$ cat src/rtl/stopwatch_if.sv
// Button/tick inputs and control outputs of the stopwatch controller.
// The master side drives the button pulses; the slave side is the controller.
interface stopwatch_if;
  logic       start;
  logic       stop;
  logic       split;
  logic       tick_ms;
  logic       cnt_en;
  logic       cnt_clr;
  logic       disp_hold;
  logic       lap_we;
  logic [1:0] lap_addr;
  logic [2:0] lap_count;
  logic       blink;
  logic [1:0] state;

  modport master (
    output start, stop, split, tick_ms,
    input  cnt_en, cnt_clr, disp_hold, lap_we, lap_addr, lap_count, blink, state
  );

  modport slave (
    input  start, stop, split, tick_ms,
    output cnt_en, cnt_clr, disp_hold, lap_we, lap_addr, lap_count, blink, state
  );
endinterface

$ cat src/rtl/stopwatch_ctrl.sv
// Stopwatch control FSM: run/stop/split sequencing, lap register addressing,
// split-display hold timer and blink generator. All outputs registered.
module stopwatch_ctrl #(
  parameter int unsigned HOLD_MS  = 3000,
  parameter int unsigned BLINK_MS = 500
) (
  input  logic        clk,
  input  logic        rst,
  stopwatch_if.slave  sw
);

  localparam int unsigned TW = 12;
  localparam logic [TW-1:0] HOLD_LOAD  = TW'(HOLD_MS - 1);
  localparam logic [TW-1:0] BLINK_LAST = TW'(BLINK_MS - 1);

  typedef enum logic [1:0] {
    IDLE  = 2'b00,
    RUN   = 2'b01,
    SPLIT = 2'b10,
    STOP  = 2'b11
  } state_e;

  state_e        state_q, state_d;
  logic [TW-1:0] hold_q, hold_d;
  logic [TW-1:0] blink_cnt_q, blink_cnt_d;
  logic          blink_q, blink_d;
  logic          cnt_en_q, cnt_en_d;
  logic          cnt_clr_q, cnt_clr_d;
  logic          disp_hold_q, disp_hold_d;
  logic          lap_we_q, lap_we_d;
  logic [1:0]    lap_addr_q, lap_addr_d;
  logic [2:0]    lap_count_q, lap_count_d;
  logic          capture;

  always_ff @(posedge clk or posedge rst) begin
    if (rst) begin
      state_q     <= IDLE;
      hold_q      <= '0;
      blink_cnt_q <= '0;
      blink_q     <= 1'b0;
      cnt_en_q    <= 1'b0;
      cnt_clr_q   <= 1'b0;
      disp_hold_q <= 1'b0;
      lap_we_q    <= 1'b0;
      lap_addr_q  <= '0;
      lap_count_q <= '0;
    end else begin
      state_q     <= state_d;
      hold_q      <= hold_d;
      blink_cnt_q <= blink_cnt_d;
      blink_q     <= blink_d;
      cnt_en_q    <= cnt_en_d;
      cnt_clr_q   <= cnt_clr_d;
      disp_hold_q <= disp_hold_d;
      lap_we_q    <= lap_we_d;
      lap_addr_q  <= lap_addr_d;
      lap_count_q <= lap_count_d;
    end
  end

  always_comb begin
    state_d     = state_q;
    hold_d      = hold_q;
    blink_cnt_d = blink_cnt_q;
    blink_d     = blink_q;
    cnt_clr_d   = 1'b0;
    lap_we_d    = 1'b0;
    capture     = 1'b0;
    // Address advances the cycle after each write strobe, so it always shows the slot being written.
    lap_addr_d  = lap_addr_q + 2'(lap_we_q);
    lap_count_d = lap_count_q;

    unique case (state_q)
      IDLE: begin
        if (sw.start) state_d = RUN;
      end
      RUN: begin
        if (sw.stop) begin
          state_d = STOP;
        end else if (sw.split) begin
          state_d = SPLIT;
          capture = 1'b1;
        end
      end
      SPLIT: begin
        if (sw.stop) begin
          state_d = STOP;
        end else if (sw.split) begin
          capture = 1'b1;
        end else if (sw.tick_ms) begin
          if (hold_q == '0) state_d = RUN;
          else              hold_d  = hold_q - TW'(1);
        end
      end
      STOP: begin
        if (sw.split) begin
          state_d     = IDLE;
          cnt_clr_d   = 1'b1;
          lap_addr_d  = '0;
          lap_count_d = '0;
        end else if (sw.start) begin
          state_d = RUN;
        end else if (sw.tick_ms) begin
          if (blink_cnt_q == BLINK_LAST) begin
            blink_cnt_d = '0;
            blink_d     = ~blink_q;
          end else begin
            blink_cnt_d = blink_cnt_q + TW'(1);
          end
        end
      end
      default: state_d = IDLE;
    endcase

    if (capture) begin
      lap_we_d    = 1'b1;
      hold_d      = HOLD_LOAD;
      lap_count_d = (lap_count_q == 3'd4) ? 3'd4 : lap_count_q + 3'd1;
    end

    // Timers only live in their own state; a tick on the entry edge is not counted.
    if (state_d != SPLIT) hold_d = '0;
    if (state_d != STOP) begin
      blink_d     = 1'b0;
      blink_cnt_d = '0;
    end else if (state_q != STOP) begin
      blink_d     = 1'b1;
      blink_cnt_d = '0;
    end

    cnt_en_d    = (state_d == RUN) || (state_d == SPLIT);
    disp_hold_d = (state_d == SPLIT);
  end

  assign sw.state     = state_q;
  assign sw.cnt_en    = cnt_en_q;
  assign sw.cnt_clr   = cnt_clr_q;
  assign sw.disp_hold = disp_hold_q;
  assign sw.lap_we    = lap_we_q;
  assign sw.lap_addr  = lap_addr_q;
  assign sw.lap_count = lap_count_q;
  assign sw.blink     = blink_q;

endmodule

$ cat src/flat_wrapper.sv
// flat-port wrapper written by rule: the top's interface ports become plain ports
module stopwatch_ctrl_flat 
#(
  parameter int unsigned HOLD_MS  = 3000,
  parameter int unsigned BLINK_MS = 500
)
  (clk, rst, sw_start, sw_stop, sw_split, sw_tick_ms, sw_cnt_en, sw_cnt_clr, sw_disp_hold, sw_lap_we, sw_lap_addr, sw_lap_count, sw_blink, sw_state);
  stopwatch_if sw_i ();
  input  logic clk;
  input  logic rst;
  input wire logic [$bits(sw_i.start)-1:0] sw_start;
  input wire logic [$bits(sw_i.stop)-1:0] sw_stop;
  input wire logic [$bits(sw_i.split)-1:0] sw_split;
  input wire logic [$bits(sw_i.tick_ms)-1:0] sw_tick_ms;
  output wire logic [$bits(sw_i.cnt_en)-1:0] sw_cnt_en;
  output wire logic [$bits(sw_i.cnt_clr)-1:0] sw_cnt_clr;
  output wire logic [$bits(sw_i.disp_hold)-1:0] sw_disp_hold;
  output wire logic [$bits(sw_i.lap_we)-1:0] sw_lap_we;
  output wire logic [$bits(sw_i.lap_addr)-1:0] sw_lap_addr;
  output wire logic [$bits(sw_i.lap_count)-1:0] sw_lap_count;
  output wire logic [$bits(sw_i.blink)-1:0] sw_blink;
  output wire logic [$bits(sw_i.state)-1:0] sw_state;
  assign sw_i.start = sw_start;
  assign sw_i.stop = sw_stop;
  assign sw_i.split = sw_split;
  assign sw_i.tick_ms = sw_tick_ms;
  assign sw_cnt_en = sw_i.cnt_en;
  assign sw_cnt_clr = sw_i.cnt_clr;
  assign sw_disp_hold = sw_i.disp_hold;
  assign sw_lap_we = sw_i.lap_we;
  assign sw_lap_addr = sw_i.lap_addr;
  assign sw_lap_count = sw_i.lap_count;
  assign sw_blink = sw_i.blink;
  assign sw_state = sw_i.state;
  stopwatch_ctrl #(.HOLD_MS(HOLD_MS), .BLINK_MS(BLINK_MS)) u_core (.clk(clk), .rst(rst), .sw(sw_i));
endmodule
$ cat config.mk
export PLATFORM = sky130hd
export DESIGN_NAME = stopwatch_ctrl_flat
export DESIGN_NICKNAME = d
export VERILOG_FILES = /design/src/rtl/stopwatch_if.sv /design/src/rtl/stopwatch_ctrl.sv /design/src/flat_wrapper.sv
export SDC_FILE = /design/constraint.sdc
export NUM_CORES = 1
export LEC_CHECK = 0
export CAP_MARGIN = 20
export CORE_MARGIN = 2
export CORE_UTILIZATION = 50
export CTS_CLUSTER_SIZE = 14
export DETAILED_ROUTE_END_ITERATION = 8
export PLACE_DENSITY_LB_ADDON = 0.15
export SYNTH_ARGS = -nofsm -noshare
export SYNTH_HDL_FRONTEND = slang
export SYNTH_SLANG_ARGS = --single-unit
$ cat constraint.sdc
create_clock -name clk -period 8.8 [get_ports clk]
set_input_delay 1.76 -clock clk [delete_from_list [all_inputs] [get_ports clk]]
set_output_delay 1.76 -clock clk [all_outputs]
set_load 0.02 [all_outputs]
# Word-level counts from Yosys, hierarchy flattened
# Index checks and enable logic that the tools add are counted.
dict set report classes {
  add_sub_neg 4
  n_eq_ne 15
  mux 41
  bitwise 1
  n_reduce_logical 15
}
# cell n
set op_table {}
lappend op_table {{2-to-1 mux 12 bit} 14}
lappend op_table {{2-to-1 mux 2 bit} 10}
lappend op_table {{nonzero test 3 bit} 5}
lappend op_table {{adder 12 x 1 -> 12 bit (second input constant)} 1}
lappend op_table {{equality test 12 x 9 -> 1 bit (second input constant)} 1}
lappend op_table {{zero test 12 bit} 1}
lappend op_table {{2-to-1 mux 1 bit} 12}
lappend op_table {{2-to-1 mux 3 bit} 4}
lappend op_table {{!= test 3 x 1 -> 1 bit (second input constant)} 4}
lappend op_table {{subtractor 12 x 1 -> 12 bit (second input constant)} 1}
lappend op_table {{AND reduction 5 bit} 2}
lappend op_table {{case mux 2 bit (4 select lines)} 1}
lappend op_table {{equality test 2 bit (second input constant)} 3}
lappend op_table {{!= test 2 bit (second input constant)} 3}
lappend op_table {{equality test 2 x 1 -> 1 bit (second input constant)} 2}
lappend op_table {{AND reduction 4 bit} 1}
lappend op_table {{nonzero test 2 bit} 2}
lappend op_table {{adder 3 x 1 -> 3 bit (second input constant)} 1}
lappend op_table {{equality test 3 bit (second input constant)} 1}
lappend op_table {{!= test 3 x 2 -> 1 bit (second input constant)} 1}
lappend op_table {{adder 2 x 1 -> 2 bit} 1}
lappend op_table {{zero test 2 bit} 1}
lappend op_table {{AND reduction 2 bit} 1}
lappend op_table {{OR reduction 2 bit} 1}
lappend op_table {{2 further kinds} 2}
dict set report totals {
  regBits 36
  in_bits 6
  out_inout_bits 12
}

# Logic depth before layout (Yosys ltp)
# Gate-level depths: netlist of the first run.
dict set report logic_depth {
  word_depth 9
  depth_mapped 13
  mapped_depth_nobuf 11
}

# Least setup slack after synthesis of the first run
# No wires, ideal clock.
dict set report synth_path {
  path_type {input to register}
  startpoint {input sw_split}
  endpoint {register u_core.blink_cnt_q[7]}
  arrival_time_ns 3.513
  required_time_ns 8.722
  slack_ns 5.209
  cell_stages 10
  n_path_buf 1
  cell_sequence {buf_6 inv_1 o21ai_0 a221oi_1 a221o_1 ha_1 nand2_1 o2111ai_1 or3_1 a21oi_1}
}
dict set report synth_via {
  elab_chain_len 6
  word_cells_on_any_way 13
  cone_classes {eq/ne (3); mux (7); reduce/logical (3)}
}
# item line
set synth_rtl {}
lappend synth_rtl {{start: declaration} flat_wrapper.sv:13} ;# input wire logic [$bits(sw_i.split)-1:0] sw_split;
lappend synth_rtl {{2-to-1 mux 2 bit, on equally long branches} {stopwatch_ctrl.sv:88, stopwatch_ctrl.sv:80}}
lappend synth_rtl {{2-to-1 mux 2 bit, on equally long branches} {stopwatch_ctrl.sv:86, stopwatch_ctrl.sv:78}}
lappend synth_rtl {{case mux 2 bit (4 select lines) *} stopwatch_ctrl.sv:73} ;# unique case (state_q)
lappend synth_rtl {{net u_core.state_d[0]} stopwatch_ctrl.sv:23} ;# state_e state_q, state_d;
lappend synth_rtl {{!= test 2 bit *} stopwatch_ctrl.sv:123} ;# if (state_d != STOP) begin
lappend synth_rtl {{!= test 3 x 1 -> 1 bit (no source line) / nonzero test 3 bit (equally long branches)} n/a}
lappend synth_rtl {{AND reduction 4 bit (no source line)} n/a}
lappend synth_rtl {{end signal: assignment} stopwatch_ctrl.sv:50} ;# blink_cnt_q <= blink_cnt_d;
lappend synth_rtl {{end: declaration} stopwatch_ctrl.sv:25} ;# logic [TW-1:0] blink_cnt_q, blink_cnt_d;
# Mark *: on every way through the listed nets, which the timed path passes. The rest lies on a longest branch.
# A chain may end at the register's enable or synchronous reset.

# Worst setup path in the final report of the first run
# Same ends and word-level chain as after synthesis.

==> impl_metrics.yaml, run 1 <==
outcome:
  outcome: "completed"
place:
  hpwl_um: 3030
  dpl.cell_count: 279
  place_congestion: 0.844
  pre_cts_slack_ns: 4.36
  portBuffers: 17
timing:
  finalClockSkew_ns: 0.00384
  hold_violations: 0
  min_period_ns: 4.16
  timing.fmax_ghz: 0.240
  timing.final.crit_share: 0.473
  max_slew_margin: 0.529
  finalSetupViolations: 0
  rsz0062_at_grt: "false"
  tightest_slew_ns: 0.702
  tns_ns: 0
  whs_ns: 0.540
  worst_slack_ns: 4.64
  slew_violations: 0
synthesis:
  syn_area_um2: 2110
  synth_flop_cell: "dfrtp_1"
  yosysUniqueCellTypes: 53
  async_flop_share: 1.00
  ys_seq_area_frac: 0.428
  synth-warning-count: 0
  synth_top_area_share: 0.428
  synth_edf_count: 0
  synth-seq-cells: 36
  synthCells: 217
  avgSynthCellArea_um2: 9.71
  synth_nets: 234
  synth_area_leaders: "dfrtp_1 43%, ha_1 6.5%, inv_1 3.0%"
  yosys.area.top_type: "dfrtp_1"
setup_path:
  cp-end-kind: "flip-flop"
  critPathLaunchType: "input port"
  critPathMaxStageDelay_ns: 0.65
  setup.worst_path.class: "in2reg"
  slowest_stage: "clkdlybuf4s50_1"
  required_ns: 9.02
  cp_cell_sequence: "clkdlybuf4s50_1 > inv_1 > o21ai_0 > a221oi_1 > a221o_1 > ha_1 > nand2_1 > o2111ai_1 > or3_1 > a21oi_1"
  arrival_ns: 4.38
  critPathMaxFanout: 10
power_and_ir_drop:
  powerDensity_nw_per_um2: 234
  p_leak_nw: 1.06
  peakVddDrop_uv: 171
finish:
  drive_above_1_share: 0.0678
  layout_common_cells: "36 x dfrtp_1, 17 x inv_1, 17 x clkdlybuf4s50_1"
  nNetsFinal: 253
  fin_util: 0.595
  diodes: 0
  final_common_cell: "dfrtp_1"
  fin_cells: 286
  area_growth_pct: 13.7
floorplanning:
  fp.dieH_um: 68.9
  fp.dieW_um: 68.9
  core_area_um2: 4030
  initial_core_util: 0.523
  rows: 23
  die-area_um2: 4750
  ios: 18
drt:
  ant_nets: 0
  drc: 0
  routed_via_density: 6.13
  vias: 1752
  first_iter_violations: 131
  wl_um: 4370
  drtPass1Iterations: 5
  wl_per_cell_um: 15.3
clocking:
  numCtsBuffers: 5
  htree_levels: 2
  clockBufferDepth: 2
  clock_latency_ns: 0.29
  cts_tree: "built"
  hold_buffers: 0
  postCtsResizedCells: 0
  root_buffer: "clkbuf_8"
  clock_sinks: 36
  cts_setup_buffers: 0
  path_clk_slew_ns: 0.07
flow_run:
  cap_violations: 0
global_route:
  grt.overflow.total: 0
  met3_usage: 0.0487
  grt_usage: 0.215
  grt_max_degree: 37
  grtUsageMet1: 0.302
  grt_pass1_vias: 1613
  busiest_layer: "met2"
  gr-usage-met2: 0.326
  antenna_found_initial: 0
  grt_pass1_wl_um: 7470
min_path:
  min_path_type: "reg2reg"
[worst paths after layout]
| check | slack, ns | cells past startpoint | end | startpoint |
|---|---|---|---|---|
| setup / recovery | 4.64 | 10 | u_core.blink_cnt_q[7] | sw_split |
| hold / removal | 0.54 | 2 | u_core.sw.lap_addr[1] | u_core.sw.lap_addr[1] |
| setup reg to reg | 4.97 | 11 | u_core.blink_cnt_q[7] | u_core.hold_q[0] |
| hold reg to reg | 0.54 | 2 | u_core.sw.lap_addr[1] | u_core.sw.lap_addr[1] |
| max in group asynchronous | 6.59 | 3 | u_core.sw.lap_count[2] | rst |
| min in group asynchronous | 1.88 | 3 | u_core.blink_cnt_q[6] | rst |
[cells by family after synthesis]
group	Yosys count	synth area share
adder cells (fa/ha/maj)	11	0.0653
multiplexers	2	0.00950
buffers and inverters	24	0.0475
AO/OA/AOI/OAI	56	0.186
XOR/XNOR	7	0.0291
AND/OR/NAND/NOR	81	0.235
flip-flops	36	0.428
[metrics by stage]
step | cell area, um^2 | total power, mW
global placement | 2320 | 0.452
floorplan | 2110 | 0.372
finish | 2400 | 0.561
CTS | 2400 | 0.565
global route | 2400 | 0.598
detailed placement | 2320 | 0.453
[worst max-delay path: cells and delay by family]
kind | cells | cell delay, ns
simple gates | 2 | 0.64
compound gates | 5 | 0.98
fa+ha+maj | 1 | 0.24
buf+inv | 2 | 0.77
[layout make-up]
type | count | area (um^2)
fillers | 350 | 1630
multi-input cells | 157 | 1110
flip-flops and latches | 36 | 901
repair buffers | 19 | 185
clock buffers | 6 | 72.6
inverters | 17 | 63.8
well taps | 50 | 62.6
clock inverters | 1 | 5.00
[cell usage after synthesis, types with 3 or more instances]
master,count
inv_1,17
and3_1,4
nor2_1,13
nor3_1,8
nor4_1,4
a31oi_1,4
or4_1,4
and2_1,3
a311oi_1,4
nand3b_1,3
o2111ai_1,4
and4_1,6
ha_1,11
o21ai_0,8
xnor2_1,3
nand2_1,12
a211oi_1,6
a21oi_1,11
o211ai_1,3
nor2b_1,3
nand3_1,5
o31ai_1,3
xor2_1,4
or3_1,3
dfrtp_1,36
[power by group]
part	switching (mW)	total (mW)	internal [mW]
clock	0.0567	0.110	0.0538
combinational	0.139	0.240	0.101
sequential	0.0201	0.211	0.191
[sequential cells by signal (all words and copies together), names as in the netlist]
| register | cells |
|---|---|
| u_core.sw.disp_hold | 1 |
| u_core.sw.lap_addr | 2 |
| u_core.sw.cnt_en | 1 |
| u_core.sw.cnt_clr | 1 |
| u_core.sw.lap_count | 3 |
| u_core.sw.state | 2 |
| u_core.sw.lap_we | 1 |
| u_core.blink_cnt_q | 12 |
| u_core.hold_q | 12 |
| u_core.sw.blink | 1 |
[layer usage]
| layer | wire, um | vias to the layer above | share of wire |
|---|---|---|---|
| met5 | 0 | - | 0 |
| met4 | 70 | 0 | 0.016 |
| met3 | 190 | 7 | 0.043 |
| met2 | 1900 | 49 | 0.43 |
| met1 | 2210 | 842 | 0.51 |
| li1 | - | 854 | - |
No activity file was read; power rests on OpenSTA's default activity.
==> inputs of run 2 (changes only) <==
==> constraint.sdc (replaced) <==
create_clock -name clk -period 3.5 [get_ports clk]
set_input_delay 0.7 -clock clk [delete_from_list [all_inputs] [get_ports clk]]
set_output_delay 0.7 -clock clk [all_outputs]
set_load 0.02 [all_outputs]
==> impl_metrics.yaml, run 2 (synthesis gave the netlist of run 1 again) <==
timing:
  finalSetupViolations: 0
  timing.fmax_ghz: 0.310
  finalClockSkew_ns: 0.00402
  hold_violations: 0
  tns_ns: 0
  tightest_slew_ns: 0.513
  min_period_ns: 3.23
  worst_slack_ns: 0.274
  timing.final.crit_share: 0.922
  slew_violations: 0
  max_slew_margin: 0.657
  rsz0062_at_grt: "false"
clocking:
  htree_levels: 2
  hold_buffers: 0
  path_clk_slew_ns: 0.07
  clock_latency_ns: 0.29
  cts_tree: "built"
  numCtsBuffers: 5
  root_buffer: "clkbuf_8"
  cts_setup_buffers: 0
  clock_sinks: 36
  clockBufferDepth: 2
  postCtsResizedCells: 0
finish:
  final_area_um2: 2440
  fin_util: 0.606
  diodes: 0
  fin_cells: 291
  layout_common_cells: "36 x dfrtp_1, 17 x inv_1, 17 x clkdlybuf4s50_1"
  drive_above_1_share: 0.0913
  area_growth_pct: 15.9
  nNetsFinal: 257
  final_common_cell: "dfrtp_1"
place:
  placed_cell_area_um2: 2350
  portBuffers: 17
  place_congestion: 0.923
  pre_cts_slack_ns: 0.333
  hpwl_um: 2950
  dpl.cell_count: 283
power_and_ir_drop:
  powerDensity_nw_per_um2: 593
  p_leak_nw: 1.09
  peakVddDrop_uv: 400
setup_path:
  critPathMaxFanout: 9
  r2r_slack_ns: 0.27
  setup.worst_path.class: "reg2reg"
  required_ns: 3.72
  critPathLaunchType: "flip-flop"
  cp-end-kind: "flip-flop"
  arrival_ns: 3.44
  ff2ff_path_depth: 11
drt:
  wl_um: 4300
  routed_via_density: 5.95
  vias: 1731
  drtPass1Iterations: 5
  ant_nets: 0
  first_iter_violations: 120
  wl_per_cell_um: 14.8
  drc: 0
outcome:
  outcome: "completed"
global_route:
  grt_pass1_wl_um: 7380
  grt_pass1_vias: 1571
  grt_usage: 0.209
  antenna_found_initial: 0
  grt.overflow.total: 0
  grt_max_degree: 37
floorplanning:
  initial_core_util: 0.523
  core_area_um2: 4030
  die-area_um2: 4750
  rows: 23
  fp.dieW_um: 68.9
  ios: 18
  fp.dieH_um: 68.9
flow_run:
  cap_violations: 0
min_path:
  hold_depth: 2
  min_path_type: "reg2reg"
-- run 2: cell types whose count changed in the layout (fill, tap and decap cells not counted) --
cell      before  now
clkbuf_1       1    0
clkbuf_8       5    6
buf_4          2    6
clkinv_2       1    2
-- run 2: critical path, cell delays in order, from the launching register on --
cell,delay [ns]
dfrtp_1,0.42
inv_1,0.07
ha_1,0.16
or3b_2,0.50
nand4bb_1,0.26
o31ai_1,0.25
a21oi_1,0.15
ha_1,0.23
nand2_1,0.27
o2111ai_1,0.28
or3_1,0.40
a21oi_1,0.15
-- run 2: routing by layer --
layer  share of wire  global-route usage  wire [um]  vias up
met1            0.53               0.323       2260      828
met4           0.011              0.0956         49        0
li1                -                   -          -      861
met3           0.039              0.0422        169        5
met5               0                   0          0        -
met2            0.42               0.276       1820       37
-- run 2: metrics by stage --
step / power [mW] / hold slack, ns
global placement: 1.15 / 0.522
floorplan: 0.934 / 0.498
finish: 1.45 / 0.544
global route: 1.55 / 0.568
CTS: 1.46 / 0.552
detailed placement: 1.14 / 0.540
-- run 2: area by class of cell --
type,count,area (um^2)
timing repair buffer,23,215
multi-input combinational,157,1110
fill,358,1590
inverter,17,63.8
clock buffer,6,82.6
sequential,36,901
tap,50,62.6
clock inverter,2,10.0
-- run 2: worst paths after layout --
| kind | from | to |
|---|---|---|
| worst max-delay path | u_core.hold_q[0] | u_core.blink_cnt_q[9] |
| worst min-delay path | u_core.sw.lap_addr[1] | u_core.sw.lap_addr[1] |
| worst max register to register | u_core.hold_q[0] | u_core.blink_cnt_q[9] |
| worst min register to register | u_core.sw.lap_addr[1] | u_core.sw.lap_addr[1] |
| max in group asynchronous | rst | u_core.sw.lap_count[0] |
| min in group asynchronous | rst | u_core.sw.lap_addr[1] |
-- run 2: power by group --
part,switching [mW],internal (mW),total (mW)
Clock,0.150,0.157,0.307
Combinational,0.344,0.266,0.610
Sequential,0.0509,0.480,0.531
Total,0.545,0.903,1.45
